## src/rtl/multicycle_ctrl_pkg.sv

```systemverilog
// riscv_ctrl_pkg: shared states, opcodes and control encodings for the multicycle controller
package riscv_ctrl_pkg;
  typedef enum logic [3:0] {
    FETCH, DECODE, MEMADR, MEMREAD, MEMWB, MEMWRITE, EXECR, EXECI, ALUWB, BEQ, JAL
  } state_t;
  localparam logic [6:0] OP_LW  = 7'b0000011;
  localparam logic [6:0] OP_SW  = 7'b0100011;
  localparam logic [6:0] OP_R   = 7'b0110011;
  localparam logic [6:0] OP_I   = 7'b0010011;
  localparam logic [6:0] OP_BEQ = 7'b1100011;
  localparam logic [6:0] OP_JAL = 7'b1101111;
  localparam logic [1:0] ALU_ADD = 2'b00, ALU_SUB = 2'b01, ALU_FUNCT = 2'b10;
  localparam logic [1:0] RES_ALUOUT = 2'b00, RES_DATA = 2'b01, RES_ALURES = 2'b10;
  localparam logic [1:0] SRCA_PC = 2'b00, SRCA_OLDPC = 2'b01, SRCA_RD1 = 2'b10;
  localparam logic [1:0] SRCB_RD2 = 2'b00, SRCB_IMM = 2'b01, SRCB_4 = 2'b10;
  localparam logic [1:0] IMM_I = 2'b00, IMM_S = 2'b01, IMM_B = 2'b10, IMM_J = 2'b11;
endpackage

```

## src/rtl/multicycle_ctrl_if.sv

```systemverilog
// multicycle_ctrl_if: control bundle between the multicycle controller and its datapath
interface multicycle_ctrl_if #(parameter int RETIRE_CNT_W = 32);
  logic [6:0] op;
  logic zero, mem_ready;
  logic pc_write, adr_src, mem_write, ir_write, reg_write, illegal_instr;
  logic [1:0] result_src, alu_src_a, alu_src_b, imm_src, alu_op;
  logic [RETIRE_CNT_W-1:0] retire_cnt;
  modport master (
    input op, zero, mem_ready,
    output pc_write, adr_src, mem_write, ir_write, reg_write, illegal_instr,
    output result_src, alu_src_a, alu_src_b, imm_src, alu_op, retire_cnt
  );
  modport slave (
    output op, zero, mem_ready,
    input pc_write, adr_src, mem_write, ir_write, reg_write, illegal_instr,
    input result_src, alu_src_a, alu_src_b, imm_src, alu_op, retire_cnt
  );
endinterface

```

## src/rtl/multicycle_ctrl_instr_dec.sv

```systemverilog
// instr_dec: opcode to immediate-format select
module instr_dec
  import riscv_ctrl_pkg::*;
(
  input  logic [6:0] op,
  output logic [1:0] imm_src
);
  assign imm_src = op == OP_SW  ? IMM_S :
                   op == OP_BEQ ? IMM_B :
                   op == OP_JAL ? IMM_J : IMM_I;
endmodule

```

## src/rtl/multicycle_ctrl.sv

```systemverilog
// multicycle_ctrl: main FSM sequencing fetch/decode/execute/writeback of the multicycle RV32I core
module multicycle_ctrl
  import riscv_ctrl_pkg::*;
#(
  parameter int RETIRE_CNT_W = 32
) (
  input logic clk,
  input logic reset_n,
  multicycle_ctrl_if.master bus
);
  state_t state, next;
  logic ir_load, pc_update, retire, illegal_d, illegal;
  logic [RETIRE_CNT_W-1:0] cnt;

  always_comb begin
    next = FETCH;
    case (state)
      FETCH:    next = bus.mem_ready ? DECODE : FETCH;
      DECODE:   next = (bus.op == OP_LW || bus.op == OP_SW) ? MEMADR :
                       bus.op == OP_R   ? EXECR :
                       bus.op == OP_I   ? EXECI :
                       bus.op == OP_BEQ ? BEQ   :
                       bus.op == OP_JAL ? JAL   : FETCH;
      MEMADR:   next = bus.op[5] ? MEMWRITE : MEMREAD;
      MEMREAD:  next = bus.mem_ready ? MEMWB : MEMREAD;
      MEMWRITE: next = bus.mem_ready ? FETCH : MEMWRITE;
      EXECR:    next = ALUWB;
      EXECI:    next = ALUWB;
      JAL:      next = ALUWB;
      default:  next = FETCH;
    endcase
  end

  assign illegal_d = state == DECODE &&
                     !(bus.op inside {OP_LW, OP_SW, OP_R, OP_I, OP_BEQ, OP_JAL});
  assign retire    = state inside {MEMWB, ALUWB, BEQ} || (state == MEMWRITE && bus.mem_ready);
  assign ir_load   = state == FETCH && bus.mem_ready;
  assign pc_update = ir_load || state == JAL;

  // write enables are gated by reset_n so they drop the instant reset asserts
  assign bus.pc_write  = reset_n & ((state == BEQ & bus.zero) | pc_update);
  assign bus.ir_write  = reset_n & ir_load;
  assign bus.mem_write = reset_n & (state == MEMWRITE);
  assign bus.reg_write = reset_n & (state inside {MEMWB, ALUWB});

  assign bus.adr_src    = state inside {MEMREAD, MEMWRITE};
  assign bus.result_src = state == FETCH ? RES_ALURES : state == MEMWB ? RES_DATA : RES_ALUOUT;
  assign bus.alu_src_a  = state inside {DECODE, JAL} ? SRCA_OLDPC :
                          state inside {MEMADR, EXECR, EXECI, BEQ} ? SRCA_RD1 : SRCA_PC;
  assign bus.alu_src_b  = state inside {FETCH, JAL} ? SRCB_4 :
                          state inside {DECODE, MEMADR, EXECI} ? SRCB_IMM : SRCB_RD2;
  assign bus.alu_op     = state inside {EXECR, EXECI} ? ALU_FUNCT :
                          state == BEQ ? ALU_SUB : ALU_ADD;
  assign bus.illegal_instr = illegal;
  assign bus.retire_cnt    = cnt;

  instr_dec u_dec (.op(bus.op), .imm_src(bus.imm_src));

  always_ff @(posedge clk or negedge reset_n)
    if (!reset_n) begin
      state   <= FETCH;
      cnt     <= '0;
      illegal <= 1'b0;
    end else begin
      state   <= next;
      cnt     <= cnt + RETIRE_CNT_W'(retire);
      illegal <= illegal_d;
    end
endmodule

```

## src/flat_wrapper.sv

```systemverilog
// flat-port wrapper written by rule: the top's interface ports become plain ports
module multicycle_ctrl_flat import riscv_ctrl_pkg::*;
#(
  parameter int RETIRE_CNT_W = 32
)
  (clk, reset_n, bus_op, bus_zero, bus_mem_ready, bus_pc_write, bus_adr_src, bus_mem_write, bus_ir_write, bus_reg_write, bus_illegal_instr, bus_result_src, bus_alu_src_a, bus_alu_src_b, bus_imm_src, bus_alu_op, bus_retire_cnt);
  multicycle_ctrl_if #(.RETIRE_CNT_W(RETIRE_CNT_W)) bus_i ();
  input logic clk;
  input logic reset_n;
  input wire logic [$bits(bus_i.op)-1:0] bus_op;
  input wire logic [$bits(bus_i.zero)-1:0] bus_zero;
  input wire logic [$bits(bus_i.mem_ready)-1:0] bus_mem_ready;
  output wire logic [$bits(bus_i.pc_write)-1:0] bus_pc_write;
  output wire logic [$bits(bus_i.adr_src)-1:0] bus_adr_src;
  output wire logic [$bits(bus_i.mem_write)-1:0] bus_mem_write;
  output wire logic [$bits(bus_i.ir_write)-1:0] bus_ir_write;
  output wire logic [$bits(bus_i.reg_write)-1:0] bus_reg_write;
  output wire logic [$bits(bus_i.illegal_instr)-1:0] bus_illegal_instr;
  output wire logic [$bits(bus_i.result_src)-1:0] bus_result_src;
  output wire logic [$bits(bus_i.alu_src_a)-1:0] bus_alu_src_a;
  output wire logic [$bits(bus_i.alu_src_b)-1:0] bus_alu_src_b;
  output wire logic [$bits(bus_i.imm_src)-1:0] bus_imm_src;
  output wire logic [$bits(bus_i.alu_op)-1:0] bus_alu_op;
  output wire logic [$bits(bus_i.retire_cnt)-1:0] bus_retire_cnt;
  assign bus_i.op = bus_op;
  assign bus_i.zero = bus_zero;
  assign bus_i.mem_ready = bus_mem_ready;
  assign bus_pc_write = bus_i.pc_write;
  assign bus_adr_src = bus_i.adr_src;
  assign bus_mem_write = bus_i.mem_write;
  assign bus_ir_write = bus_i.ir_write;
  assign bus_reg_write = bus_i.reg_write;
  assign bus_illegal_instr = bus_i.illegal_instr;
  assign bus_result_src = bus_i.result_src;
  assign bus_alu_src_a = bus_i.alu_src_a;
  assign bus_alu_src_b = bus_i.alu_src_b;
  assign bus_imm_src = bus_i.imm_src;
  assign bus_alu_op = bus_i.alu_op;
  assign bus_retire_cnt = bus_i.retire_cnt;
  multicycle_ctrl #(.RETIRE_CNT_W(RETIRE_CNT_W)) u_core (.clk(clk), .reset_n(reset_n), .bus(bus_i));
endmodule
```

## config.mk

```make
export PLATFORM = sky130hd
export DESIGN_NAME = multicycle_ctrl_flat
export DESIGN_NICKNAME = d
export VERILOG_FILES = /design/src/rtl/multicycle_ctrl_pkg.sv /design/src/rtl/multicycle_ctrl_if.sv /design/src/rtl/multicycle_ctrl_instr_dec.sv /design/src/rtl/multicycle_ctrl.sv /design/src/flat_wrapper.sv
export SDC_FILE = /design/constraint.sdc
export NUM_CORES = 1
export LEC_CHECK = 0
export ABC_AREA = 1
export CAP_MARGIN = 0
export CORE_AREA = 5 5 69 87
export CTS_BUF_LIST = sky130_fd_sc_hd__clkbuf_2 sky130_fd_sc_hd__clkbuf_4 sky130_fd_sc_hd__clkbuf_8
export DETAILED_ROUTE_END_ITERATION = 16
export DIE_AREA = 0 0 74 92
export GPL_ROUTABILITY_DRIVEN = 0
export PLACE_DENSITY = 0.78
export SLEW_MARGIN = 20
export SYNTH_ARGS = -nofsm -noshare
export SYNTH_HDL_FRONTEND = slang
export SYNTH_SLANG_ARGS = --single-unit
```

## constraint.sdc

```tcl
create_clock -name clk -period 2.1 [get_ports clk]
set_input_delay 0.315 -clock clk [delete_from_list [all_inputs] [get_ports clk]]
set_output_delay 0.315 -clock clk [all_outputs]
set_load 0.005 [all_outputs]
```

# Yosys cells after proc, flatten, opt, wreduce, memory -nomap -nowiden
# Index checks and enable logic that the tools add are counted.
classes:
  n_addsub: 1
  n_mul: 0
  n_div: 0
  n_lt_le_gt_ge: 0
  n_eq_ne: 16
  n_shift: 0
  mux: 21
  n_bitwise: 6
  n_reduce_logical: 18
ops:
  columns: ["cell", "count"]
  rows:
  - ["$add 32x1->32", 1]
  - ["$pmux 4 s6", 1]
  - ["$mux 4", 5]
  - ["$eq 4x3->1 const B", 4]
  - ["$mux 2", 8]
  - ["$eq 7x6->1 const B", 2]
  - ["$eq 7x7->1 const B", 2]
  - ["$eq 4x4->1 const B", 3]
  - ["$reduce_bool 2->1", 5]
  - ["$mux 3", 3]
  - ["$eq 4x2->1 const B", 2]
  - ["$eq 7x2->1 const B", 1]
  - ["$eq 7x5->1 const B", 1]
  - ["$reduce_bool 3->1", 2]
  - ["$reduce_bool 6->1", 1]
  - ["$and 1x1->1", 5]
  - ["$eq 4x1->1 const B", 1]
  - ["$logic_not 4->1", 1]
  - ["$mux 1", 4]
  - ["$reduce_bool 4->1", 1]
  - ["$logic_and 1x1->1", 3]
  - ["$logic_or 1x1->1", 3]
  - ["$reduce_or 3->1", 1]
  - ["$logic_not 1->1", 1]
  - ["$or 1x1->1", 1]
totals:
  register_bits: 37
  latch_bits: 0
  ram_bits: 0
  romBits: 0
  in_bits: 11
  output_inout_bits: 48
  word_cells: 65
  memories: 0

# Depth between registers and ports, before layout
logic_depth:
  word_depth: 7
  ltp_mapped: 14
  ltp_nobuf: 14

# Modules after synthesis
# A second synthesis with hierarchy kept.
unflattened:
  hier_cells: 338
  area_unflattened_um2: 2275.9
by_module_without_submodules:
  columns: ["module", "n_inst", "cells_per_inst", "area_each_um2", "seq_area_each_um2"]
  rows:
  - ["multicycle_ctrl", 1, 321, 2207.1, 925.9]
  - ["instr_dec", 1, 17, 68.8, 0.0]

# Worst setup path before layout
# OpenSTA, ideal clock, no wires.
synth_timing:
  path_type: "register to register"
  start: "register u_core.state[1]"
  end: "register u_core.cnt[30], in the netlist u_core.bus.retire_cnt[30]"
  setup_time_ns: 0.117
  t_arrival_ns: 1.897
  required_ns: 1.983
  slack_ns: 0.087
  stages_incl_launch_ff: 15
  path_buffers: 0
  synth_period_minus_slack_ns: 2.013
  cell_sequence: "dfrtp_1 inv_1 nand2_1 inv_1 nand2_1 o221ai_1 ha_1 ha_1 inv_2 nor2_8 nand2_4 nor2_4 nand2_1 nand2_1 nand2_1"
synth_via:
  elab_chain_len: 4
  elab_cells_between_ends: 8
  classes_between: "add/sub (1); eq/ne (4); reduce/logical (3)"
synth_rtl:
  columns: ["element", "line", "text"]
  rows:
  - ["start, declared", "multicycle_ctrl.sv:11", "state_t state, next;"]
  - ["start signal, assigned", "multicycle_ctrl.sv:65", "state <= next;"]
  - ["$eq 4x3->1 or $eq 4x4->1 (tied branches)", "multicycle_ctrl.sv:36", "assign retire = state inside {MEMWB, ALUWB, BEQ} || (state == MEMWRITE && bus.mem_ready);"]
  - ["$reduce_bool 3->1 or $logic_and 1x1->1 (tied branches)", "multicycle_ctrl.sv:36", null]
  - ["$logic_or 1x1->1 (*)", "multicycle_ctrl.sv:36", null]
  - ["$add 32x1->32 (*)", "multicycle_ctrl.sv:66", "cnt <= cnt + RETIRE_CNT_W'(retire);"]
  - ["end signal, assigned", "multicycle_ctrl.sv:66", null]
  - ["end, declared", "multicycle_ctrl.sv:13", "logic [RETIRE_CNT_W-1:0] cnt;"]
# Every way passes the cells marked *; elsewhere a longest branch is shown, timed or not.

# Final worst setup path
layout_timing:
  start: "register u_core.state[0]"
  end: "output port bus_alu_src_a[0]"
layout_via:
  elab_chain_len: 3
  elab_cells_between_ends: 4
  classes_between: "eq/ne (2); mux (1); reduce/logical (1)"
layout_rtl:
  columns: ["element", "line", "text"]
  rows:
  - ["$eq 4x1->1 or $eq 4x4->1 (tied branches)", "multicycle_ctrl.sv:48", "assign bus.alu_src_a = state inside {DECODE, JAL} ? SRCA_OLDPC :"]
  - ["$reduce_bool 2->1 (*)", "multicycle_ctrl.sv:48", null]
  - ["$mux 2 (*)", "multicycle_ctrl.sv:48", null]
  - ["end, declared", "flat_wrapper.sv:20", "output wire logic [$bits(bus_i.alu_src_a)-1:0] bus_alu_src_a;"]
# Marks and branches as above.

==> impl_metrics.yaml <==
outcome:
  status: "finished, final reports clean"
route:
  drtIter0Drc: 148
  via_per_inst: 4.94
  wl_met2_um: 3180
  drt-pass1-iter-count: 4
  routed_wl_um: 6190
  wire_per_inst_um: 13.0
  num_vias: 2358
  drcViolationCount: 0
  wirelength_met1_um: 2300
  ant_nets: 0
  highest_layer: "met4"
  wl_met3_um: 459
final_layout:
  num_antenna_cells: 0
  nets: 429
  drive_above_1_share_pct: 16.4
  fillers: 447
  multi_input_area_um2: 1260
  area_growth_pct: 43.4
  seqCellArea_um2: 927
  final_cells: 477
worst_setup_path:
  crit_type: "flop to output port"
  end_kind: "output port"
  reg2reg_depth: 13
  cp_max_fo: 5
  cp_data_required_time_ns: 1.78
  worstPathArrival_ns: 1.73
  cp-start-kind: "flop"
timing:
  setup-tns-final_ns: 0
  rsz0062_at_grt: "yes"
  fin_hold_ws_ns: 0.115
  min_period_ns: 2.05
  slew_headroom_pct: 69.0
  maxSlewViolCount: 0
  setup_slack_ns: 0.0531
  setup_viol: 0
  min_period_over_period_pct: 97.5
  fmax_mhz: 489
  fin_worst_skew_ns: 0.00621
  hold_viol: 0
  tightest_slew_ns: 0.465
grt:
  grt_pass1_wl_um: 10500
  grt_max_degree: 38
  overflow: 0
  grt_pass1_vias: 2433
  grt_usage_pct: 19.5
  antenna_found_initial: 0
placement:
  pre_cts_slack_ns: -0.117
  dpl.hpwl_um: 4960
  placed_cells: 468
  placement.io_buffers: 58
synth:
  synthDominantCellAreaShare_pct: 40.7
  synth_nets: 342
  ys_seq_elements: 37
  ys_warn_count: 0
  yosysTopAreaCell: "dfrtp_1"
  avgSynthCellArea_um2: 6.94
  syn_inst: 328
  syn-cell-area_um2: 2280
  ys_top_cells_by_area: "dfrtp_1 41%, nand2_1 20%, nor2_1 9.1%, inv_1 6.6%, nand3_1 5.1%"
  yosysUniqueCellTypes: 21
  synth_seq_area_share_pct: 40.7
clock_network:
  clock_sinks: 37
  cts_hold_buf: 0
  h-tree-depth: 2
  path_clk_slew_ns: 0.07
  tritoncts: "done"
  root_buffer: "clkbuf_8"
  clock_latency_ns: 0.29
  cts_buffers: 5
  clk_path_buf_depth: 2
floorplanning:
  die_height_um: 92
  io-pin-count: 59
  initial_core_util_pct: 45.1
  coreArea_um2: 5040
  dieArea_um2: 6810
  rows: 29
  die_x_um: 74
worst_hold_path:
  hold_class: "input pin to async pin"
pwr:
  p_leak_nw: 1.64
  p_switching_mw: 0.406
  p_int_mw: 1.18
  pwr-share-clk_pct: 32.6
  seqPwrFrac_pct: 50.3
  ir_worst_vdd_mv: 0.392
  swShare_pct: 25.7
  p_per_area_nw_per_um2: 485
  p_comb_share_pct: 17.0
job:
  cap_violations: 0
-- final timing paths --
check	startpoint	end	slack, ns
worst max register to register	u_core.state[1]	u_core.bus.retire_cnt[26]	0.13
max in group asynchronous	reset_n	u_core.state[3]	1.63
worst min register to register	u_core.bus.retire_cnt[31]	u_core.bus.retire_cnt[31]	0.52
worst min-delay path	reset_n	u_core.bus.retire_cnt[10]	0.12
worst max-delay path	u_core.state[0]	bus_alu_src_a[0]	0.05
min in group clk	u_core.bus.retire_cnt[31]	u_core.bus.retire_cnt[31]	0.52
-- power by group through the flow --
stage	Combinational, mW	Clock [mW]	Sequential, mW
final	0.270	0.516	0.796
after global routing	0.299	0.554	0.803
after CTS	0.271	0.527	0.791
after detailed placement	0.268	0	0.804
after global placement	0.263	0	0.803
after floorplan	0.0788	0	0.803
-- layer usage --
metal | up-vias | track usage [%]
met5 | - | 0
met4 | 0 | 10.1
met3 | 22 | 4.49
met2 | 96 | 34.1
met1 | 1074 | 21.5
li1 | 1166 | -
-- cell type report --
| class | count | share of cell area, % |
|---|---|---|
| clock buffer | 7 | 2.76 |
| inverter | 42 | 4.83 |
| multi-input combinational | 249 | 38.6 |
| sequential | 37 | 28.4 |
| tap | 62 | 2.38 |
| timing repair buffer | 80 | 23.0 |
-- cells in the mapped netlist, drive strengths merged --
library cell / number
inv: 42
nand4: 3
o21ai: 4
nor3: 2
ha: 3
a31oi: 1
nand2: 128
xor2: 10
dfrtp: 37
o221ai: 1
nand3b: 1
a21oi: 2
xnor2: 5
nor2: 66
nand3: 23
-- registers in the layout, summed over array words and instances (netlist names) --
| name | count |
|---|---|
| u_core.bus.illegal_instr | 1 |
| u_core.bus.retire_cnt | 32 |
| u_core.state | 4 |
-- cells in the final DEF, fill, tap and decap left out, drive strengths merged --
master,synthesis,final
nand3b,1,1
clkdlybuf4s50,0,48
xor2,10,10
o221ai,1,1
dlygate4sd2,0,3
clkbuf,0,7
nand2,128,128
nand4,3,3
nor3,2,2
ha,3,3
nand3,23,23
nor2,66,66
inv,42,42
xnor2,5,5
buf,0,23
dfrtp,37,37
a31oi,1,1
a21oi,2,2
dlymetal6s2s,0,6
o21ai,4,4
-- cell families after synthesis --
family	after synthesis	share of synthesized area, %
and+or+nand+nor	223	43.0
buffers and inverters	42	6.93
DFF	37	40.7
xor gates and xnor gates	15	5.77
AOI/OAI and AO/OA	8	1.98
adders and majority gates	3	1.65
-- critical path: stages (launching register included) --
cell,delay [ns]
dfrtp_1,0.41
buf_4,0.17
inv_1,0.06
nand2_1,0.09
inv_2,0.08
nand2_2,0.07
nand2_1,0.07
clkdlybuf4s50_1,0.50
-- stage by stage --
stage | util (%) | power, mW | instance area (um2)
2_1_floorplan | - | 0.882 | 2280
3_3_place_gp | 61.1 | 1.07 | 3080
3_5_place_dp | 61.1 | 1.07 | 3080
4_1_cts | 63.1 | 1.59 | 3180
5_1_grt | 64.7 | 1.66 | 3260
6_report | 64.7 | 1.58 | 3260
-- repair_timing --
item / in CTS / in global routing
pin swaps: 1 / 6
gates resized for setup: 9 / 24
buffers inserted: 0 / 2
setup endpoints to repair: 6 / 34
Power figures use the tool's default switching activity.
